## config.mk

```make
export PLATFORM = sky130hd
export DESIGN_NAME = cardinal_nic_vcq_flat
export DESIGN_NICKNAME = d
export VERILOG_FILES = /design/src/rtl/cardinal_nic_vcq_if.sv /design/src/rtl/cardinal_nic_vcq.sv /design/src/flat_wrapper.sv
export SDC_FILE = /design/constraint.sdc
export NUM_CORES = 1
export LEC_CHECK = 0
export ABC_AREA = 0
export ABC_CLOCK_PERIOD_IN_PS = 4100
export CAP_MARGIN = 40
export CORE_UTILIZATION = 40
export CTS_CLUSTER_DIAMETER = 60
export CTS_CLUSTER_SIZE = 40
export DETAILED_ROUTE_END_ITERATION = 10
export PLACE_DENSITY = 0.64
export SLEW_MARGIN = 10
export SYNTH_ARGS = -nofsm -noshare
export SYNTH_HDL_FRONTEND = slang
export SYNTH_SLANG_ARGS = --single-unit
```

## constraint.sdc

```tcl
create_clock -name clk -period 4.1 [get_ports clk]
set_input_delay 0.41 -clock clk [delete_from_list [all_inputs] [get_ports clk]]
set_output_delay 0.41 -clock clk [all_outputs]
set_load 0.1 [all_outputs]
```

## src/rtl/cardinal_nic_vcq_if.sv

```systemverilog
// Bundle of the processor bus and the router port of cardinal_nic_vcq.
// The "master" modport is the surrounding system (processor plus router),
// and the "slave" modport is the NIC itself.
// Packets and data words use MSB-first numbering [0:PACKET_SIZE-1].
// Bit 0 of a packet is the virtual-channel bit.
interface cardinal_nic_vcq_if #(
    parameter int PACKET_SIZE = 64
) ();
    // processor side
    logic [1:0]             addr;
    logic [0:PACKET_SIZE-1] d_in;
    logic [0:PACKET_SIZE-1] d_out;
    logic                   nicEn;
    logic                   nicEnWr;
    // router side
    logic                   net_so;
    logic                   net_ro;
    logic [0:PACKET_SIZE-1] net_do;
    logic                   net_polarity;
    logic                   net_si;
    logic                   net_ri;
    logic [0:PACKET_SIZE-1] net_di;

    modport master (
        output addr, d_in, nicEn, nicEnWr,
        output net_ro, net_polarity, net_si, net_di,
        input  d_out, net_so, net_do, net_ri
    );

    modport slave (
        input  addr, d_in, nicEn, nicEnWr,
        input  net_ro, net_polarity, net_si, net_di,
        output d_out, net_so, net_do, net_ri
    );
endinterface

```

## src/rtl/cardinal_nic_vcq.sv

```systemverilog
// cardinal_nic_vcq: NIC between a processor and one Cardinal ring router port.
// - Three FIFOs of FIFO_DEPTH entries: input (from router), VC0 out, VC1 out.
// - Injection is gated by ring polarity: only the VC equal to net_polarity
//   may send in a given cycle.
// - Memory-mapped processor access:
//   00 in-data, 01 in-status, 10 out-data (write), 11 out-status.
// Optional feature macro: NIC_STATS_EN.
//   When it is defined, the status words carry occupancies and an 8-bit
//   saturating drop counter.
//   When it is undefined, those fields read 0 and the counter does not exist.
module cardinal_nic_vcq #(
    parameter int PACKET_SIZE = 64,
    parameter int FIFO_DEPTH  = 4
) (
    input  logic                  clk,
    input  logic                  reset,
    cardinal_nic_vcq_if.slave     bus
);
    localparam int AW    = $clog2(FIFO_DEPTH);
    localparam int CW    = AW + 1;
    localparam int NQ    = 3;
    localparam int Q_IN  = 0;
    localparam int Q_VC0 = 1;
    localparam int Q_VC1 = 2;

    // Per-queue control and status, indexed by Q_IN/Q_VC0/Q_VC1.
    logic                   q_push  [NQ];
    logic                   q_pop   [NQ];
    logic [0:PACKET_SIZE-1] q_wdata [NQ];
    logic [0:PACKET_SIZE-1] q_head  [NQ];
    logic [CW-1:0]          q_count [NQ];
    logic                   q_full  [NQ];
    logic                   q_empty [NQ];

    genvar gi;
    generate
        for (gi = 0; gi < NQ; gi++) begin : g_queue
            logic [0:PACKET_SIZE-1] mem_reg [FIFO_DEPTH];
            logic [AW-1:0]          wr_ptr_reg;
            logic [AW-1:0]          rd_ptr_reg;
            logic [CW-1:0]          count_reg;
            logic [CW-1:0]          count_next;

            // Occupancy update.
            // Callers guarantee no push when full and no pop when empty.
            always_comb begin
                count_next = count_reg;
                case ({q_push[gi], q_pop[gi]})
                    2'b10:   count_next = count_reg + CW'(1);
                    2'b01:   count_next = count_reg - CW'(1);
                    default: count_next = count_reg;
                endcase
            end

            // Storage write.
            // Not reset, because contents are meaningless while count is 0.
            always_ff @(posedge clk) begin
                if (q_push[gi]) begin
                    mem_reg[wr_ptr_reg] <= q_wdata[gi];
                end
            end

            // Pointers wrap naturally since FIFO_DEPTH is a power of two.
            // Reset flushes the queue.
            always_ff @(posedge clk) begin
                if (reset) begin
                    wr_ptr_reg <= '0;
                    rd_ptr_reg <= '0;
                    count_reg  <= '0;
                end else begin
                    if (q_push[gi]) wr_ptr_reg <= wr_ptr_reg + AW'(1);
                    if (q_pop[gi])  rd_ptr_reg <= rd_ptr_reg + AW'(1);
                    count_reg <= count_next;
                end
            end

            assign q_head[gi]  = mem_reg[rd_ptr_reg];
            assign q_count[gi] = count_reg;
            assign q_full[gi]  = (count_reg == CW'(FIFO_DEPTH));
            assign q_empty[gi] = (count_reg == '0);
        end
    endgenerate

    logic rd_en;
    logic wr_en;
    logic out_wr;
    logic wr_vc;
    logic drop;
    logic inj_vc;
    logic send;
    logic overflow_reg;

    // Decode processor accesses and the router handshakes into queue push/pop strobes.
    always_comb begin
        rd_en  = bus.nicEn & ~bus.nicEnWr;
        wr_en  = bus.nicEn & bus.nicEnWr;
        out_wr = wr_en && (bus.addr == 2'b10);
        wr_vc  = bus.d_in[0];
        // A full target queue drops the write.
        // A same-cycle injection pop does not rescue it.
        drop   = out_wr && (wr_vc ? q_full[Q_VC1] : q_full[Q_VC0]);

        inj_vc = bus.net_polarity;
        send   = bus.net_ro & ~(inj_vc ? q_empty[Q_VC1] : q_empty[Q_VC0]);

        q_wdata[Q_IN]  = bus.net_di;
        q_wdata[Q_VC0] = bus.d_in;
        q_wdata[Q_VC1] = bus.d_in;

        q_push[Q_IN]   = bus.net_si & ~q_full[Q_IN];
        q_push[Q_VC0]  = out_wr & ~wr_vc & ~q_full[Q_VC0];
        q_push[Q_VC1]  = out_wr &  wr_vc & ~q_full[Q_VC1];

        q_pop[Q_IN]    = rd_en && (bus.addr == 2'b00) && !q_empty[Q_IN];
        q_pop[Q_VC0]   = send & ~inj_vc;
        q_pop[Q_VC1]   = send &  inj_vc;
    end

    assign bus.net_ri = ~q_full[Q_IN];
    assign bus.net_so = send;
    assign bus.net_do = send ? (inj_vc ? q_head[Q_VC1] : q_head[Q_VC0]) : '0;

    // Sticky overflow: set by a drop and cleared by a status read.
    // A drop in the same cycle as the read takes priority.
    always_ff @(posedge clk) begin
        if (reset) begin
            overflow_reg <= 1'b0;
        end else if (drop) begin
            overflow_reg <= 1'b1;
        end else if (rd_en && (bus.addr == 2'b11)) begin
            overflow_reg <= 1'b0;
        end
    end

`ifdef NIC_STATS_EN
    logic [7:0] drop_cnt_reg;

    // Saturating drop counter, cleared only by reset.
    always_ff @(posedge clk) begin
        if (reset) begin
            drop_cnt_reg <= '0;
        end else if (drop && (drop_cnt_reg != 8'hFF)) begin
            drop_cnt_reg <= drop_cnt_reg + 8'd1;
        end
    end
`endif

    // Combinational read mux.
    // Idle cycles and the write-only out-data address read as 0.
    always_comb begin
        bus.d_out = '0;
        if (rd_en) begin
            case (bus.addr)
                2'b00: begin
                    if (!q_empty[Q_IN]) bus.d_out = q_head[Q_IN];
                end
                2'b01: begin
                    bus.d_out[PACKET_SIZE-1] = ~q_empty[Q_IN];
`ifdef NIC_STATS_EN
                    bus.d_out[0:7] = 8'(q_count[Q_IN]);
`endif
                end
                2'b11: begin
                    bus.d_out[PACKET_SIZE-1] = q_full[Q_VC0] | q_full[Q_VC1];
                    bus.d_out[PACKET_SIZE-2] = q_full[Q_VC0];
                    bus.d_out[PACKET_SIZE-3] = q_full[Q_VC1];
                    bus.d_out[PACKET_SIZE-4] = overflow_reg;
`ifdef NIC_STATS_EN
                    bus.d_out[0:7]   = 8'(q_count[Q_VC0]);
                    bus.d_out[8:15]  = 8'(q_count[Q_VC1]);
                    bus.d_out[16:23] = drop_cnt_reg;
`endif
                end
                default: bus.d_out = '0;
            endcase
        end
    end
endmodule

```

## src/flat_wrapper.sv

```systemverilog
// flat-port wrapper written by rule: the top's interface ports become plain ports
module cardinal_nic_vcq_flat 
#(
    parameter int PACKET_SIZE = 64,
    parameter int FIFO_DEPTH  = 4
)
  (clk, reset, bus_addr, bus_d_in, bus_nicEn, bus_nicEnWr, bus_net_ro, bus_net_polarity, bus_net_si, bus_net_di, bus_d_out, bus_net_so, bus_net_do, bus_net_ri);
  cardinal_nic_vcq_if #(.PACKET_SIZE(PACKET_SIZE)) bus_i ();
  input  logic clk;
  input  logic reset;
  input wire logic [$bits(bus_i.addr)-1:0] bus_addr;
  input wire logic [$bits(bus_i.d_in)-1:0] bus_d_in;
  input wire logic [$bits(bus_i.nicEn)-1:0] bus_nicEn;
  input wire logic [$bits(bus_i.nicEnWr)-1:0] bus_nicEnWr;
  input wire logic [$bits(bus_i.net_ro)-1:0] bus_net_ro;
  input wire logic [$bits(bus_i.net_polarity)-1:0] bus_net_polarity;
  input wire logic [$bits(bus_i.net_si)-1:0] bus_net_si;
  input wire logic [$bits(bus_i.net_di)-1:0] bus_net_di;
  output wire logic [$bits(bus_i.d_out)-1:0] bus_d_out;
  output wire logic [$bits(bus_i.net_so)-1:0] bus_net_so;
  output wire logic [$bits(bus_i.net_do)-1:0] bus_net_do;
  output wire logic [$bits(bus_i.net_ri)-1:0] bus_net_ri;
  assign bus_i.addr = bus_addr;
  assign bus_i.d_in = bus_d_in;
  assign bus_i.nicEn = bus_nicEn;
  assign bus_i.nicEnWr = bus_nicEnWr;
  assign bus_i.net_ro = bus_net_ro;
  assign bus_i.net_polarity = bus_net_polarity;
  assign bus_i.net_si = bus_net_si;
  assign bus_i.net_di = bus_net_di;
  assign bus_d_out = bus_i.d_out;
  assign bus_net_so = bus_i.net_so;
  assign bus_net_do = bus_i.net_do;
  assign bus_net_ri = bus_i.net_ri;
  cardinal_nic_vcq #(.PACKET_SIZE(PACKET_SIZE), .FIFO_DEPTH(FIFO_DEPTH)) u_core (.clk(clk), .reset(reset), .bus(bus_i));
endmodule
```

==> results.yml <==
clocking:
  clkTransAtPathRegs_ns: 0.09
  post_cts_buffers: 0
  clk_latency_ns: 0.64
  clock_tree.root_cell: "clkbuf_16"
  cts_buffers: 57
  cts_tree: "yes"
  cts_resized: 0
  cts_buffer_depth: 3
  hold_buffers: 0
  cts.sinks: 796
  htreeDepth: 2
sta:
  max_clock_freq_ghz: 0.312
  maxSlewHeadroom: 0.453
  hold_viol_final: 0
  holdWs_ns: 0.400
  tightest_slew_ns: 0.821
  finalSetupViolCount: 0
  tns_ns: 0
  min_period_over_period: 0.783
  layout_min_cycle_time_ns: 3.21
  rsz0062_at_grt: "false"
  slew_violations: 0
  finClkSkew_ns: 0.0254
finish:
  drive_above_1_share: 0.279
  mostFrequentLayoutCells: "edfxtp_1 (768), mux4_2 (171), clkdlybuf4s50_1 (137), buf_4 (83), buf_12 (81)"
  area_growth_pct: 21.7
  fin_nets: 1794
  layout_commonest_cell: "edfxtp_1"
  stdcell_area_sq_mm: 0.0371
  largest_reg_flops: 768
min_path:
  whs_path_depth: 1
  hold_class: "in -> reg"
detailed_routing:
  wl_mm: 65.3
  drt_iter0_drc: 878
  wl_per_cell_um: 24.6
  num_vias: 14334
  drc_errors: 0
  viasPerCell: 5.41
  drtAntennaViolNets: 0
  dr.pass1.iters: 5
yosys:
  syn_nets: 1506
  yosys_warnings: 0
  ys_types: 44
  synth_cells: 1346
  synth-seq-cells: 796
  syn-cell-area_sq_mm: 0.0304
  ys.flop_type: "edfxtp_1"
  synthArstFlopShare: 0
  synth.avg_cell_area_sq_um: 22.6
  yosysSeqAreaShare: 0.776
  synth_edf_count: 768
floorplanning:
  chipWidth_um: 278
  initial_core_util: 0.407
  die_h_um: 278
  top_level_ports: 267
  rows: 100
  dieArea_sq_mm: 0.0772
  core-area_sq_mm: 0.0748
grt:
  grt_max_degree: 68
  antenna_found_initial: 13
  grt_pass1_wl_mm: 98.7
  overflow: 0
  grt_use_total: 0.171
  grt_pass1_vias: 15641
place:
  dp.final_hpwl_mm: 38.7
  portBuffers: 266
  routabilityCongestion: 0.705
  placed_cell_area_sq_mm: 0.0350
power_and_ir_drop:
  ir_worst_vdd_v: 0.000357
  pwr_density_cell_mw_per_mm2: 436
  total_power_mw: 16.1
  p_leak_nw: 11.9
critical_path:
  crit_type: "reg -> out"
  crit_arrival_ns: 2.80
  cp_max_fo: 29
  cp_data_required_time_ns: 3.69
  start_kind: "flop"
  reg2reg_depth: 8
  endpoint_kind: "output port"
status:
  status: "finished clean"
job:
  max_cap_viol_count: 0
==> final timing paths <==
kind / start / to / slack, ns
setup / recovery: flop / bus_d_out[7] / 0.89
hold / removal: bus_net_di[52] / u_core.g_queue[0].mem_reg[2][52]$_DFFE_PP_ / 0.40
setup reg to reg: u_core.g_queue[0].count_reg[2]$_SDFFE_PP0P_ / u_core.g_queue[0].count_reg[2]$_SDFFE_PP0P_ / 1.64
hold reg to reg: u_core.g_queue[2].rd_ptr_reg[0]$_SDFFE_PP0P_ / flop / 0.48
==> metrics by stage <==
stage	utilization	setup slack [ns]	cells
final	0.495	0.891	2651
after global routing	0.495	0.676	2650
after CTS	0.495	0.755	2650
after detailed placement	0.468	0.812	2544
after global placement	0.467	0.805	2541
after floorplan	-	0.483	1346
==> kinds of logic (layout without fill, tap and decap cells) <==
family	Yosys count	after routing	share of synthesized area
xor+xnor	6	6	0.00173
fa+ha+maj	23	23	0.0102
mux	198	198	0.147
other cells	0	1	0
flops	796	796	0.776
buf+inv	99	434	0.0152
compound gates	103	103	0.0275
simple gates	121	121	0.0227
==> worst max-delay path: stages (launching register included) <==
cell and delay [ns]:
dfxtp_4 0.74, buf_4 0.40, mux4_2 0.56, and3_1 0.21
buf_4 0.23
==> report_power, final <==
group / switching [mW] / leakage [nW] / internal [mW] / total (mW)
clock: 3.09 / 0.958 / 2.86 / 5.96
sequential: 0.0513 / 7.19 / 9.03 / 9.08
combinational: 0.660 / 3.76 / 0.448 / 1.11
==> synth_stat cells (2+ instances only) <==
master / number / share of area
o31a_1: 2 / 0.00058
dfxtp_1: 28 / 0.018
a22o_1: 64 / 0.018
nand3_1: 5 / 0.00082
xor2_1: 6 / 0.0017
fa_1: 3 / 0.0020
or3_1: 5 / 0.0010
a21o_1: 2 / 0.00049
clkbuf_1: 36 / 0.0044
mux2_1: 3 / 0.0011
mux4_1: 21 / 0.018
inv_1: 23 / 0.0028
buf_6: 5 / 0.0018
and2_1: 9 / 0.0018
nor2_1: 19 / 0.0023
o21ai_1: 2 / 0.00033
a21oi_1: 17 / 0.0028
a31oi_1: 2 / 0.00041
buf_4: 7 / 0.0017
and3_1: 64 / 0.013
buf_1: 6 / 0.00074
a211oi_2: 2 / 0.00082
ha_1: 20 / 0.0082
edfxtp_1: 768 / 0.76
mux4_2: 171 / 0.13
nand2b_1: 8 / 0.0016
nand2_1: 5 / 0.00062
o21ai_0: 5 / 0.00082
mux2i_1: 2 / 0.00066
nor2b_1: 2 / 0.00041
buf_2: 21 / 0.0035
==> layer usage <==
layer / global-route usage / share of wire / vias to the layer above
met2: 0.294 / 0.51 / 361
met1: 0.214 / 0.40 / 7593
li1: - / - / 6263
met5: 0 / 0.0024 / -
met4: 0.0365 / 0.016 / 24
met3: 0.0491 / 0.069 / 93
==> layout make-up <==
| type | instances | area, sq um |
|---|---|---|
| fillers | 5964 | 37800 |
| flip-flops and latches | 796 | 23600 |
| multi-input cells | 451 | 6400 |
| repair buffers | 304 | 3700 |
| clock buffers | 61 | 1460 |
| well taps | 969 | 1210 |
| clock inverters | 45 | 543 |
| inverters | 24 | 90.1 |
| diodes | 1 | 2.50 |
Note: power is estimated with default switching activity, not from simulation.
